## config.mk

```make
export PLATFORM = sky130hd
export DESIGN_NAME = mp_add_seq_flat
export DESIGN_NICKNAME = d
export VERILOG_FILES = /design/src/rtl/mp_add_seq_if.sv /design/src/rtl/mp_add_seq.sv /design/src/flat_wrapper.sv
export SDC_FILE = /design/constraint.sdc
export NUM_CORES = 1
export LEC_CHECK = 0
export BUFFER_PORTS_ARGS = -buffer_cell sky130_fd_sc_hd__buf_2
export CAP_MARGIN = 25
export CORE_MARGIN = 2
export CORE_UTILIZATION = 51
export CTS_CLUSTER_DIAMETER = 100
export CTS_CLUSTER_SIZE = 24
export DETAILED_ROUTE_END_ITERATION = 16
export GPL_TIMING_DRIVEN = 1
export PLACE_DENSITY = 0.73
export REMOVE_ABC_BUFFERS = 1
export SLEW_MARGIN = 20
export SYNTH_ARGS = -nofsm -noshare
export SYNTH_HDL_FRONTEND = slang
export SYNTH_SLANG_ARGS = --single-unit
```

## constraint.sdc

```tcl
create_clock -name clk -period 6.6 [get_ports clk]
set_input_delay 0.66 -clock clk [delete_from_list [all_inputs] [get_ports clk]]
set_output_delay 0.66 -clock clk [all_outputs]
set_load 0.02 [all_outputs]
```

## src/rtl/mp_add_seq_if.sv

```systemverilog
// ---------------------------------------------------------------------------
// mp_add_seq_if
// Command/result bundle for the word-serial multi-precision adder.
//
// Handshake: the master raises start with operands valid; the slave samples
// start only while idle (busy=0) and captures sub/nwords/a/b on that edge.
// There is no ready signal: busy=1 means any start is ignored (no queuing).
// Completion is a single-cycle done pulse; z and the flags are final
// from that cycle on and hold until the next accepted start.
//
// Signals (master view):
//   start    out  request a new operation
//   sub      out  0 = A+B, 1 = A-B
//   nwords   out  operand length in 16-bit words, minus 1
//   a, b     out  64-bit operands, word k = [16k+15:16k]
//   busy     in   operation in progress (RUN or DONE)
//   done     in   one-cycle completion pulse
//   z        in   result, words above nwords are 0
//   sign, zero, carry, parity, overflow  in  status flags
// ---------------------------------------------------------------------------
interface mp_add_seq_if;
   logic        start;
   logic        sub;
   logic [1:0]  nwords;
   logic [63:0] a;
   logic [63:0] b;
   logic        busy;
   logic        done;
   logic [63:0] z;
   logic        sign;
   logic        zero;
   logic        carry;
   logic        parity;
   logic        overflow;

   modport master (
      output start, sub, nwords, a, b,
      input  busy, done, z, sign, zero, carry, parity, overflow
   );

   modport slave (
      input  start, sub, nwords, a, b,
      output busy, done, z, sign, zero, carry, parity, overflow
   );
endinterface

```

## src/rtl/mp_add_seq.sv

```systemverilog
// ---------------------------------------------------------------------------
// mp_add_seq
// Word-serial add/subtract of up to 64-bit operands using a single 16-bit
// adder slice. One word is processed per RUN cycle, least significant first,
// with the slice carry-out fed back as the next carry-in.
//
// Ports:
//   clk          in   rising-edge clock
//   rst          in   asynchronous, active-high reset
//   bus          slave modport of mp_add_seq_if (command, result, flags)
//   o_dbg_state  out  current FSM state (0 = IDLE, 1 = RUN, 2 = DONE)
// ---------------------------------------------------------------------------
module mp_add_seq (
   input  logic         clk,
   input  logic         rst,
   mp_add_seq_if.slave  bus,
   output logic [1:0]   o_dbg_state
);

   typedef enum logic [1:0] {
      S_IDLE = 2'd0,
      S_RUN  = 2'd1,
      S_DONE = 2'd2
   } state_t;

   state_t      r_state;
   state_t      w_state_nxt;

   logic [63:0] r_a;
   logic [63:0] r_b;
   logic        r_sub;
   logic [1:0]  r_nw;
   logic [1:0]  r_k;
   logic        r_cin;
   logic [63:0] r_z;
   logic        r_sign;
   logic        r_zero;
   logic        r_carry;
   logic        r_parity;
   logic        r_ovf;

   logic        w_last;
   logic [15:0] w_a_word;
   logic [15:0] w_b_word;
   logic [15:0] w_s;
   logic        w_cout;
   logic [63:0] w_z_upd;

   // ------------------------------------------------------------------
   // Datapath: one 16-bit slice. Subtraction is A + ~B + 1, the +1 being
   // the initial carry-in loaded from sub at start.
   // ------------------------------------------------------------------
   assign w_last   = (r_state == S_RUN) && (r_k == r_nw);
   assign w_a_word = r_a[{r_k, 4'b0000} +: 16];
   assign w_b_word = r_b[{r_k, 4'b0000} +: 16] ^ {16{r_sub}};
   assign {w_cout, w_s} = {1'b0, w_a_word} + {1'b0, w_b_word} + {16'b0, r_cin};

   // Result with the current word merged in; used for the final flags so
   // zero/parity see the top word in the same edge it is written. Words
   // above nwords were cleared at start, so reducing all 64 bits only
   // sees the active ones.
   always_comb begin
      w_z_upd = r_z;
      w_z_upd[{r_k, 4'b0000} +: 16] = w_s;
   end

   // ------------------------------------------------------------------
   // FSM
   // ------------------------------------------------------------------
   always_ff @(posedge clk or posedge rst) begin
      if (rst) begin
         r_state <= S_IDLE;
      end else begin
         r_state <= w_state_nxt;
      end
   end

   always_comb begin
      w_state_nxt = r_state;
      case (r_state)
         S_IDLE:  if (bus.start) w_state_nxt = S_RUN;
         S_RUN:   if (w_last)    w_state_nxt = S_DONE;
         S_DONE:  w_state_nxt = S_IDLE;
         default: w_state_nxt = S_IDLE;
      endcase
   end

   // ------------------------------------------------------------------
   // Operand capture, word accumulation and flags
   // ------------------------------------------------------------------
   always_ff @(posedge clk or posedge rst) begin
      if (rst) begin
         r_a      <= '0;
         r_b      <= '0;
         r_sub    <= 1'b0;
         r_nw     <= 2'd0;
         r_k      <= 2'd0;
         r_cin    <= 1'b0;
         r_z      <= '0;
         r_sign   <= 1'b0;
         r_zero   <= 1'b0;
         r_carry  <= 1'b0;
         r_parity <= 1'b0;
         r_ovf    <= 1'b0;
      end else begin
         case (r_state)
            S_IDLE: begin
               if (bus.start) begin
                  r_a      <= bus.a;
                  r_b      <= bus.b;
                  r_sub    <= bus.sub;
                  r_nw     <= bus.nwords;
                  r_k      <= 2'd0;
                  r_cin    <= bus.sub;
                  r_z      <= '0;
                  r_sign   <= 1'b0;
                  r_zero   <= 1'b0;
                  r_carry  <= 1'b0;
                  r_parity <= 1'b0;
                  r_ovf    <= 1'b0;
               end
            end
            S_RUN: begin
               r_z   <= w_z_upd;
               r_cin <= w_cout;
               if (w_last) begin
                  r_carry  <= w_cout;
                  r_sign   <= w_s[15];
                  r_zero   <= ~|w_z_upd;
                  r_parity <= ~^w_z_upd;
                  // Signed overflow: like-signed inputs, differently signed sum.
                  r_ovf    <= (w_a_word[15] & w_b_word[15] & ~w_s[15]) |
                              (~w_a_word[15] & ~w_b_word[15] & w_s[15]);
               end else begin
                  r_k <= r_k + 2'd1;
               end
            end
            default: ;
         endcase
      end
   end

   // ------------------------------------------------------------------
   // Outputs
   // ------------------------------------------------------------------
   assign bus.busy     = (r_state != S_IDLE);
   assign bus.done     = (r_state == S_DONE);
   assign bus.z        = r_z;
   assign bus.sign     = r_sign;
   assign bus.zero     = r_zero;
   assign bus.carry    = r_carry;
   assign bus.parity   = r_parity;
   assign bus.overflow = r_ovf;
   assign o_dbg_state  = r_state;

endmodule

```

## src/flat_wrapper.sv

```systemverilog
// flat-port wrapper written by rule: the top's interface ports become plain ports
module mp_add_seq_flat 
  (clk, rst, o_dbg_state, bus_start, bus_sub, bus_nwords, bus_a, bus_b, bus_busy, bus_done, bus_z, bus_sign, bus_zero, bus_carry, bus_parity, bus_overflow);
  mp_add_seq_if bus_i ();
  input  logic clk;
  input  logic rst;
  output logic [1:0] o_dbg_state;
  input wire logic [$bits(bus_i.start)-1:0] bus_start;
  input wire logic [$bits(bus_i.sub)-1:0] bus_sub;
  input wire logic [$bits(bus_i.nwords)-1:0] bus_nwords;
  input wire logic [$bits(bus_i.a)-1:0] bus_a;
  input wire logic [$bits(bus_i.b)-1:0] bus_b;
  output wire logic [$bits(bus_i.busy)-1:0] bus_busy;
  output wire logic [$bits(bus_i.done)-1:0] bus_done;
  output wire logic [$bits(bus_i.z)-1:0] bus_z;
  output wire logic [$bits(bus_i.sign)-1:0] bus_sign;
  output wire logic [$bits(bus_i.zero)-1:0] bus_zero;
  output wire logic [$bits(bus_i.carry)-1:0] bus_carry;
  output wire logic [$bits(bus_i.parity)-1:0] bus_parity;
  output wire logic [$bits(bus_i.overflow)-1:0] bus_overflow;
  assign bus_i.start = bus_start;
  assign bus_i.sub = bus_sub;
  assign bus_i.nwords = bus_nwords;
  assign bus_i.a = bus_a;
  assign bus_i.b = bus_b;
  assign bus_busy = bus_i.busy;
  assign bus_done = bus_i.done;
  assign bus_z = bus_i.z;
  assign bus_sign = bus_i.sign;
  assign bus_zero = bus_i.zero;
  assign bus_carry = bus_i.carry;
  assign bus_parity = bus_i.parity;
  assign bus_overflow = bus_i.overflow;
  mp_add_seq u_core (.clk(clk), .rst(rst), .bus(bus_i), .o_dbg_state(o_dbg_state));
endmodule
```

==> summary.txt, run 1 <==
Detailed routing
  • DRT antenna net count: 0
  • TritonRoute pass-1 iters: 4
  • WL met1: 12600 um
  • Met3 WL: 1570 um
  • Routed vias: 8747
  • DR DRC count: 0
  • Final wirelength: 28400 um
  • Via density per instance: 5.61
  • Metal2 WL: 13500 um
  • Detailed Route Iter0 Violations: 504
  • Avg WL per Cell: 18.2 um
  • Top sig layer: met5

Place
  • IO Port Bufs: 206
  • Dpl hpwl: 20300 um
  • RD Place Congestion: 0.906

Clock tree
  • Post-CTS Hold Buffers: 0
  • CTS root buf: clkbuf_16
  • Post-CTS setup buffer count: 0
  • Clock buffer count from CTS: 12
  • Maximum buffer depth of the clock tree: 3
  • Worst-path clk slew: 100 ps
  • CTS sink cnt: 205
  • TritonCTS clock tree: yes
  • Worst-skew pair later-pin latency: 480 ps
  • Number of H-tree levels: 1
  • PostCTS Resize Cnt: 0

Floorplan
  • Core Area: 20400 um2
  • Die X: 149 um
  • Die Y: 149 um
  • Row count: 52
  • Full die area: 22200 um2
  • Initial core utilization: 52.4%
  • Boundary Pins: 207

Global routing
  • Largest net degree at the start of global routing: 151
  • Number of global-route vias before repair: 8655
  • Global-route wire length before repair: 45300 um
  • Total GRT Usage: 26.1%
  • Congestion Overflow GR: 0
  • Initial antenna violation count: 1

Timing
  • Setup tns final: 0 ps
  • Worst Skew: 22.3 ps
  • Period utilisation layout: 83.2%
  • Final min period: 5490 ps
  • Relative slew slack: 34.7%
  • RSZ-0062 raised after global routing: no
  • Fmax achieved: 182 MHz
  • Slew @ Worst Pin: 980 ps
  • Final slew viol count: 0
  • Hold Worst Slack: 297 ps
  • Setup-failing EPs final: 0
  • Final hold violations: 0

Worst setup path
  • Most used cell, CP: xnor2_1
  • Setup crit end kind: flip-flop
  • Crit path kind: flip-flop to flip-flop
  • Req. time, crit path: 6980 ps
  • CP Launch Type: flip-flop
  • CP arrival: 5870 ps
  • R2r startpoint: u_core.r_k[0]
  • CP Cell Sequence: mux4_2 > xnor2_1 > fa_1 > fa_1 > nor2b_1 > o21ai_0 > a21boi_0 > o21ai_0 > nand2b_1 > xor2_1 > a22oi_1 > ha_1 > xnor2_1 > xnor2_1 > xnor2_1 > xnor2_1 > xnor2_1 > a22o_1
  • CP max stage delay: 700 ps
  • CP max stage cell: xor2_1
  • CP max FO: 13
  • R2r setup slk: 1110 ps
  • R2r endpoint: u_core.bus.parity
  • Number of buffers and inverters on the critical path: 0
  • Worst Reg-to-Reg Cells: 18
  • CP delay by family, top: XOR/XNOR gates

Synth
  • Yosys top cell area share: 47.9%
  • #FFs+latches synth: 205
  • Top post-synthesis cells by area: dfrtp_1, nand2_1, mux4_2
  • Syn Inst Count: 1118
  • Syn_area_per_cell: 9.57 um2
  • Area leader, netlist: dfrtp_1
  • Mapped cell area: 10700 um2
  • Post-synth cell types: 50
  • Synth Flop Type: dfrtp_1
  • Top-count cell post-synth: nand2_1
  • Register area share after synthesis: 47.9%
  • EDFF count, synth: 0
  • Ys async rst share: 100%
  • Most instantiated cells after synthesis: nand2_1, dfrtp_1, ha_1
  • Yosys warns: 0

Flow run
  • Total of max-cap violations: 0

Hold path
  • Hold WC Path Type: input port to asynchronous set/reset pin

Cells and area
  • Antenna cells: 0
  • Area growth from synthesis to layout: 14.9%
  • Layout cells sized above 1: 21.7%
  • Final #Nets: 1475

Status
  • Outcome: complete, no violations
-- layout by cell type (no fill, tap or decap), types with 29 or more instances in the layout --
master / netlist / routed
buf_2: 5 / 207
nand3_1: 29 / 29
ha_1: 53 / 53
xnor2_1: 34 / 34
nand2_1: 413 / 412
a22o_1: 30 / 30
dfrtp_1: 205 / 203
a22oi_1: 48 / 48
o21ai_0: 40 / 40
mux4_2: 32 / 32
-- final cells by class --
cell class	instances	area, um2
fillers	1812	8140
multi-input cells	832	5280
flip-flops and latches	205	5130
repair buffers	216	1120
well taps	270	338
clock buffers	14	329
inverters	19	83.8
clock inverters	2	13.8
-- state kept, by name (all words and copies together), names as in the netlist --
signal               cells
u_core.bus.carry         1
u_core.bus.overflow      1
u_core.bus.parity        1
u_core.bus.sign          1
u_core.bus.z            64
u_core.bus.zero          1
u_core.o_dbg_state       2
u_core.r_a              64
u_core.r_b              64
u_core.r_cin             1
u_core.r_k               2
u_core.r_nw              2
u_core.r_sub             1
-- per-layer routing --
layer  vias to the layer above  track usage, %
met3                        45            3.33
met2                       278            43.1
li1                       4168               -
met4                         2            7.62
met1                      4254            36.6
met5                         -               0
-- cells by family (layout without fill, tap and decap cells) --
logic type / after synthesis / in the layout / synth area share, %
adders and majority gates: 55 / 55 / 6.57
AOI/OAI and AO/OA: 177 / 177 / 11.7
muxes: 33 / 33 / 6.83
buffers and inverters: 81 / 251 / 2.90
xor gates and xnor gates: 59 / 59 / 4.90
DFF: 205 / 205 / 47.9
and+or+nand+nor: 508 / 508 / 19.1
-- per-stage QoR --
stage	utilization, %	instance area [um2]	worst slack, ps	std cells
floorplan	-	10500	344	1056
global placement	58.4	11900	1260	1540
detailed placement	58.4	11900	1190	1541
CTS	60.1	12300	1150	1557
global route	60.2	12300	752	1558
finish	60.2	12300	1110	1558
-- worst max path at each step --
stage | start | end | slack (ps) | depth (start not counted)
final | u_core.r_k[0] | u_core.bus.parity | 1110 | 18
after global routing | u_core.r_k[0] | u_core.bus.parity | 750 | 18
after CTS | u_core.r_k[0] | u_core.bus.parity | 1150 | 18
after detailed placement | u_core.r_k[0] | u_core.bus.parity | 1190 | 18
after global placement | u_core.r_k[0] | u_core.bus.parity | 1260 | 18
after floorplan | rst | u_core.bus.carry | 340 | 1
Power of run 1 is not shown: default switching activity piles up to over one toggle a cycle in this logic, so the estimate is an artifact.
==> inputs of run 2 (changes only) <==
--- a/config.mk
+++ b/config.mk
@@ -5,15 +5,16 @@
 export SDC_FILE = /design/constraint.sdc
 export NUM_CORES = 1
 export LEC_CHECK = 0
+export ABC_AREA = 1
 export BUFFER_PORTS_ARGS = -buffer_cell sky130_fd_sc_hd__buf_2
 export CAP_MARGIN = 25
 export CORE_MARGIN = 2
-export CORE_UTILIZATION = 51
+export CORE_UTILIZATION = 57
 export CTS_CLUSTER_DIAMETER = 100
 export CTS_CLUSTER_SIZE = 24
 export DETAILED_ROUTE_END_ITERATION = 16
 export GPL_TIMING_DRIVEN = 1
-export PLACE_DENSITY = 0.73
+export PLACE_DENSITY = 0.77
 export REMOVE_ABC_BUFFERS = 1
 export SLEW_MARGIN = 20
 export SYNTH_ARGS = -nofsm -noshare
==> constraint.sdc (replaced) <==
create_clock -name clk -period 5.6 [get_ports clk]
set_input_delay 0.56 -clock clk [delete_from_list [all_inputs] [get_ports clk]]
set_output_delay 0.56 -clock clk [all_outputs]
set_load 0.02 [all_outputs]
==> run 2 against run 1 <==
Compared with the run above: synthesized cell count rose by 48%; utilization is 5.6 points higher; area after synthesis grew 11%; via count grew 24%; count of clock-buffer cells in the layout decreased by 1; critical path depth increased by 11; routed wire length grew 11%; sequential cell count is the same; non-clock buffer count increased by 5; final cell count rose by 33%; critical path type unchanged; critical endpoint unchanged; largest cell class unchanged; highest routed layer is now met4.
==> summary.txt, run 2 <==
Floorplan
  • Row count: 52 (unchanged)
  • Die Y: 149 um (-0.17%)
  • Full die area: 22100 um2 (-0.34%)
  • Core Area: 20400 um2 (-0.32%)
  • Boundary Pins: 207 (unchanged)
  • Initial core utilization: 58.5% (+6.1 points)
  • Die X: 149 um (-0.17%)

Worst setup path
  • CP max stage cell: fa_1
  • CP max FO: 39 (+26)
  • R2r endpoint: u_core.bus.parity
  • R2r startpoint: u_core.r_k[1]
  • CP max stage delay: 470 ps (-230 ps)
  • CP Launch Type: flip-flop
  • Req. time, crit path: 6010 ps (-970 ps)
  • CP arrival: 5050 ps (-820 ps)
  • Crit path kind: flip-flop to flip-flop
  • Worst Reg-to-Reg Cells: 29 (+11)
  • Most used cell, CP: nand2_1
  • R2r setup slk: 960 ps (-150 ps)
  • Setup crit end kind: flip-flop

Synth
  • EDFF count, synth: 0 (unchanged)
  • Post-synth cell types: 36 (-28%)
  • Syn Inst Count: 1651 (+48%)
  • Mapped cell area: 11900 um2 (+11%)
  • Top post-synthesis cells by area: dfrtp_1, nand2_1, inv_1
  • Yosys warns: 0 (unchanged)
  • Syn_area_per_cell: 7.22 um2 (-25%)
  • Register area share after synthesis: 43.0% (-4.9 points)
  • Ys async rst share: 100% (unchanged)
  • #FFs+latches synth: 205 (unchanged)
  • Yosys top cell area share: 43.0% (-4.9 points)
  • Area leader, netlist: dfrtp_1
  • Top-count cell post-synth: nand2_1
  • Synth Flop Type: dfrtp_1
  • Most instantiated cells after synthesis: nand2_1, dfrtp_1, inv_1

Global routing
  • Gr busiest metal: met2
  • Number of global-route vias before repair: 10.2k (+17%)
  • Met1 usage in global routing: 42.1% (+5.5 points)
  • M3 GR Usage: 3.87% (+0.53 points)
  • Congestion Overflow GR: 0 (unchanged)
  • GRT met2 Usage: 45.9% (+2.8 points)
  • Total GRT Usage: 28.7% (+2.6 points)
  • Initial antenna violation count: 0 (-1)
  • Global-route wire length before repair: 51000 um (+13%)
  • Largest net degree at the start of global routing: 114 (-25%)

Cells and area
  • Final Instance Area: 13400 um2 (+9.0%)
  • Layout cells sized above 1: 14.8% (-6.9 points)
  • Fillers: 1855 (+2.4%)
  • Post-Route Utilization: 65.8% (+5.6 points)
  • Most frequent cells in the layout: nand2_1, buf_2, dfrtp_1
  • Most common cell after layout, fill and taps aside: nand2_1
  • Antenna cells: 0 (unchanged)
  • Final #Nets: 1996 (+35%)
  • Flip-flop and latch area: 5130 um2 (about the same)
  • Area growth from synthesis to layout: 12.4%
  • Multi-input logic area: 5710 um2 (+8.2%)

Timing
  • Relative slew slack: 30.1% (-4.6 points)
  • Hold Worst Slack: 192 ps (-106 ps)
  • Setup tns final: 0 ps (unchanged)
  • Final min period: 4640 ps (-852 ps)
  • Setup-failing EPs final: 0 (unchanged)
  • Worst Skew: 48.8 ps (+26.5 ps)
  • Slew @ Worst Pin: 1040 ps (+60.1 ps)
  • RSZ-0062 raised after global routing: no
  • Period utilisation layout: 82.8% (-0.36 points)
  • Final hold violations: 0 (unchanged)
  • Fmax achieved: 216 MHz (+18%)
  • Final slew viol count: 0 (unchanged)

Clock tree
  • Worst-skew pair later-pin latency: 510 ps (+30 ps)
  • Clock buffer count from CTS: 12 (unchanged)
  • Maximum buffer depth of the clock tree: 3 (unchanged)
  • CTS root buf: clkbuf_16
  • PostCTS Resize Cnt: 0 (unchanged)
  • Worst-path clk slew: 110 ps (about the same)
  • Number of H-tree levels: 1 (unchanged)
  • CTS sink cnt: 205 (unchanged)
  • Post-CTS setup buffer count: 0 (unchanged)
  • TritonCTS clock tree: yes
  • Post-CTS Hold Buffers: 0 (unchanged)

Status
  • Outcome: complete, no violations

Detailed routing
  • Avg WL per Cell: 15.2 um (-17%)
  • Final wirelength: 31500 um (+11%)
  • Routed vias: 10.8k (+24%)
  • Detailed Route Iter0 Violations: 667 (+32%)
  • DRT antenna net count: 0 (unchanged)
  • TritonRoute pass-1 iters: 5 (+1)
  • Via density per instance: 5.21 (-7.2%)
  • DR DRC count: 0 (unchanged)

Hold path
  • Hold WC Path Type: input port to asynchronous set/reset pin

Flow run
  • Total of max-cap violations: 0 (unchanged)

Place
  • Dpl hpwl: 22800 um (+13%)
  • Dpl cell area: 13100 um2 (+9.4%)
  • IO Port Bufs: 206 (unchanged)
  • RD Place Congestion: 0.891 (-1.7%)
[run 2: cell count changes after synthesis, sizes merged, moves of 27 or more]
cell	delta
inv	+173
a22oi	-43
nor2	+27
mux4	-32
buf	+45
o22ai	+31
a21oi	+28
clkbuf	-28
nand2	+320
o21ai	+83
a22o	-30
[run 2: stage by stage]
stage / worst slack [ps] / cells
4_1_cts: 972 / 2078
6_report: 963 / 2078
3_5_place_dp: 983 / 2063
3_3_place_gp: 1060 / 2063
5_1_grt: 428 / 2078
2_1_floorplan: -1110 / 1572
[run 2: worst max-delay path: cells and delay by family (launching register included)]
kind                     cells  cell delay (ps)
AND/OR/NAND/NOR             16             1360
flip-flops                   1              360
adder cells (fa/ha/maj)      3             1190
buffers and inverters        5              740
AO/OA/AOI/OAI                3              500
XOR/XNOR                     2              370
[run 2: logic make-up (layout without fill, tap and decap cells)]
logic type / count (synthesis) / count (layout) / synth area share, %
xor gates and xnor gates: 50 / 50 / 3.67
and+or+nand+nor: 856 / 856 / 28.4
DFF: 205 / 205 / 43.0
AOI/OAI and AO/OA: 216 / 216 / 9.85
adders and majority gates: 55 / 55 / 5.90
buffers and inverters: 269 / 426 / 9.10
[run 2: area by class of cell]
type                       count  share of cell area [%]
inverter                     190                    5.39
sequential                   205                    38.3
clock inverter                 2                   0.243
clock buffer                  13                    2.27
tap                          270                    2.52
multi-input combinational   1177                    42.6
timing repair buffer         221                    8.63
[run 2: how the worst max path moves through the flow]
stage | from | to | slack [ps] | cells past startpoint
6_report | u_core.r_k[1] | u_core.bus.parity | 960 | 29
5_1_grt | u_core.r_k[1] | u_core.bus.parity | 430 | 29
4_1_cts | u_core.r_k[1] | u_core.bus.parity | 970 | 27
3_5_place_dp | u_core.r_k[1] | u_core.bus.parity | 980 | 27
3_3_place_gp | u_core.r_k[1] | u_core.bus.parity | 1060 | 27
2_1_floorplan | u_core.o_dbg_state[0] | u_core.bus.zero | -1110 | 8
[run 2: layer usage]
layer	share of wire, %	wire length (um)
met5	0	0
met4	2.1	660
met3	6.0	1880
met2	45	14300
met1	46	14600
Power of run 2 is left out for the same reason.
==> inputs of run 3 (changes only) <==
--- a/config.mk
+++ b/config.mk
@@ -5,16 +5,16 @@
 export SDC_FILE = /design/constraint.sdc
 export NUM_CORES = 1
 export LEC_CHECK = 0
-export ABC_AREA = 1
+export ABC_AREA = 0
 export BUFFER_PORTS_ARGS = -buffer_cell sky130_fd_sc_hd__buf_2
 export CAP_MARGIN = 25
 export CORE_MARGIN = 2
-export CORE_UTILIZATION = 57
+export CORE_UTILIZATION = 51
 export CTS_CLUSTER_DIAMETER = 100
 export CTS_CLUSTER_SIZE = 24
 export DETAILED_ROUTE_END_ITERATION = 16
 export GPL_TIMING_DRIVEN = 1
-export PLACE_DENSITY = 0.77
+export PLACE_DENSITY = 0.73
 export REMOVE_ABC_BUFFERS = 1
 export SLEW_MARGIN = 20
 export SYNTH_ARGS = -nofsm -noshare
==> constraint.sdc (replaced) <==
create_clock -name clk -period 3.8 [get_ports clk]
set_input_delay 0.38 -clock clk [delete_from_list [all_inputs] [get_ports clk]]
set_output_delay 0.38 -clock clk [all_outputs]
set_load 0.02 [all_outputs]
==> run 3 against run 2 <==
Compared with the run above: maximum frequency rose by 1.7%; critical endpoint unchanged; final area rose by 0.43%; the flow now finishes with violations (negative setup slack); non-clock buffer count rose by 103; final cell count fell by 20%.
==> summary.txt, run 3 (synthesized netlist as in run 1, its figures left out) <==
Timing
  • Final slew viol count: 0 (unchanged)
  • Final Worst Setup Slack: -758 ps (-1720 ps)
  • Final hold violations: 0 (unchanged)
  • Period utilisation layout: 120% (+37 points)
  • Fmax achieved: 219 MHz (+1.7%)
  • Final min period: 4560 ps (-79.5 ps)
  • Setup-failing EPs final: 2 (+2)
  • Slew @ Worst Pin: 1130 ps (+85.8 ps)
  • RSZ-0062 raised after global routing: yes
  • Worst Skew: 19.2 ps (-29.6 ps)
  • Relative slew slack: 25.0% (-5.1 points)

Worst setup path
  • CP max stage delay: 460 ps (about the same)
  • CP max FO: 6 (-85%)
  • R2r startpoint: u_core.r_k[0]
  • CP delay by family, top: XOR/XNOR gates
  • CP Launch Type: flip-flop
  • CP max stage cell: mux4_2
  • Req. time, crit path: 4180 ps (-1830 ps)
  • CP Cell Sequence: buf_8 > buf_12 > buf_12 > buf_4 > mux4_2 > ha_2 > a21o_1 > a211oi_2 > nor2_2 > or3b_4 > o22ai_4 > xnor2_4 > a22oi_2 > ha_1 > xor2_2 > xnor2_2 > xnor2_2 > xnor2_1 > xnor2_1 > a22o_1
  • Crit path kind: flip-flop to flip-flop
  • R2r setup slk: -760 ps (-1720 ps)
  • Number of buffers and inverters on the critical path: 4 (-1)
  • R2r endpoint: u_core.bus.parity
  • CP arrival: 4940 ps (-110 ps)
  • Worst Reg-to-Reg Cells: 20 (-31%)
  • Setup crit end kind: flip-flop

Cells and area
  • Most common cell after layout, fill and taps aside: nand2_1
  • Layout cells sized above 1: 30.6% (+16 points)
  • Final #Nets: 1583 (-21%)
  • Antenna cells: 0 (unchanged)
  • Area growth from synthesis to layout: 25.7%
  • Most frequent cells in the layout: nand2_1, buf_2, dfrtp_1
  • Final Instance Area: 13400 um2 (+0.43%)

Floorplan
  • Core Area: 20400 um2 (+0.32%)
  • Row count: 52 (unchanged)
  • Die Y: 149 um (+0.17%)
  • Initial core utilization: 52.4% (-6.1 points)
  • Boundary Pins: 207 (unchanged)
  • Die X: 149 um (+0.17%)
  • Full die area: 22200 um2 (+0.34%)

Clock tree
  • Worst-path clk slew: 100 ps (about the same)
  • Worst-skew pair later-pin latency: 480 ps (-30 ps)
  • CTS root buf: clkbuf_16
  • CTS sink cnt: 205 (unchanged)
  • TritonCTS clock tree: yes
  • Number of H-tree levels: 1 (unchanged)
  • Clock buffer count from CTS: 12 (unchanged)
  • Maximum buffer depth of the clock tree: 3 (unchanged)

Detailed routing
  • Routed vias: 9051 (-16%)
  • TritonRoute pass-1 iters: 5 (unchanged)
  • DR DRC count: 0 (unchanged)
  • Final wirelength: 29300 um (-6.9%)
  • Avg WL per Cell: 17.6 um (+16%)
  • Via density per instance: 5.44 (+4.4%)
  • Detailed Route Iter0 Violations: 501 (-25%)
  • DRT antenna net count: 0 (unchanged)

Global routing
  • Global-route wire length before repair: 47200 um (-7.5%)
  • Congestion Overflow GR: 0 (unchanged)
  • Initial antenna violation count: 0 (unchanged)
  • Total GRT Usage: 26.9% (-1.8 points)
  • Number of global-route vias before repair: 9005 (-11%)
  • Largest net degree at the start of global routing: 147 (+29%)

Status
  • Failing checks: negative setup slack
  • Outcome: finished, violations left

Place
  • RD Place Congestion: 0.950 (+6.6%)
  • Dpl hpwl: 21300 um (-6.6%)
  • Dpl cell area: 12700 um2 (-3.1%)
  • IO Port Bufs: 206 (unchanged)

Hold path
  • Critical hold path startpoint: bus_a[16]
  • Hold WC Path Type: input port to flip-flop
  • Worst Hold Depth: 3
  • Worst Hold Path EP: u_core.r_a[16]

Flow run
  • Total of max-cap violations: 0 (unchanged)
## run 3: final cells by class
type | instances | area (um2)
repair buffers | 324 | 2040
multi-input cells | 832 | 5520
well taps | 270 | 338
flip-flops and latches | 205 | 5130
fillers | 1666 | 6980
clock inverters | 1 | 16.3
inverters | 19 | 78.8
clock buffers | 14 | 329
## run 3: worst min-delay path, stage by stage
cell	delay [ps]
buf_2	70
nand2_1	40
nand2_1	40
## run 3: layer usage
layer / track usage [%] / part of all wire [%] / up-vias
met5: 0 / 0 / -
met3: 3.36 / 5.5 / 49
met4: 7.14 / 2.9 / 0
met1: 37.0 / 43 / 4322
li1: - / - / 4373
met2: 45.6 / 49 / 307
## run 3: how the worst max path moves through the flow
stage	to	cells after the start	slack (ps)	startpoint
global route	u_core.bus.parity	19	-930	u_core.r_k[0]
detailed placement	u_core.bus.parity	18	-920	u_core.r_k[0]
finish	u_core.bus.parity	20	-760	u_core.r_k[0]
global placement	u_core.bus.parity	18	-810	u_core.r_k[0]
floorplan	u_core.bus.carry	1	-2180	rst
CTS	u_core.bus.parity	20	-650	u_core.r_k[0]
## run 3: per-stage QoR
stage                     setup WS [ps]  hold WS (ps)  TNS [ps]  std cells  utilization [%]
after floorplan                   -2180           440   -469090       1056                -
after global placement             -806           452     -1380       1633             61.9
after detailed placement           -920           456     -1560       1633             61.9
after CTS                          -649          73.1      -950       1655             64.6
after global routing               -931          78.5     -1470       1665             65.8
final                              -758          87.2     -1100       1665             65.8
## run 3: what timing repair did
item                       CTS  global route
pin swaps                   24            29
gates resized for setup     38            25
gates cloned                 0             0
setup endpoints to repair    2             2
hold endpoints to repair     0            41
hold buffers                 0             1
setup buffers                7             8
Power of run 3 is left out for the same reason.
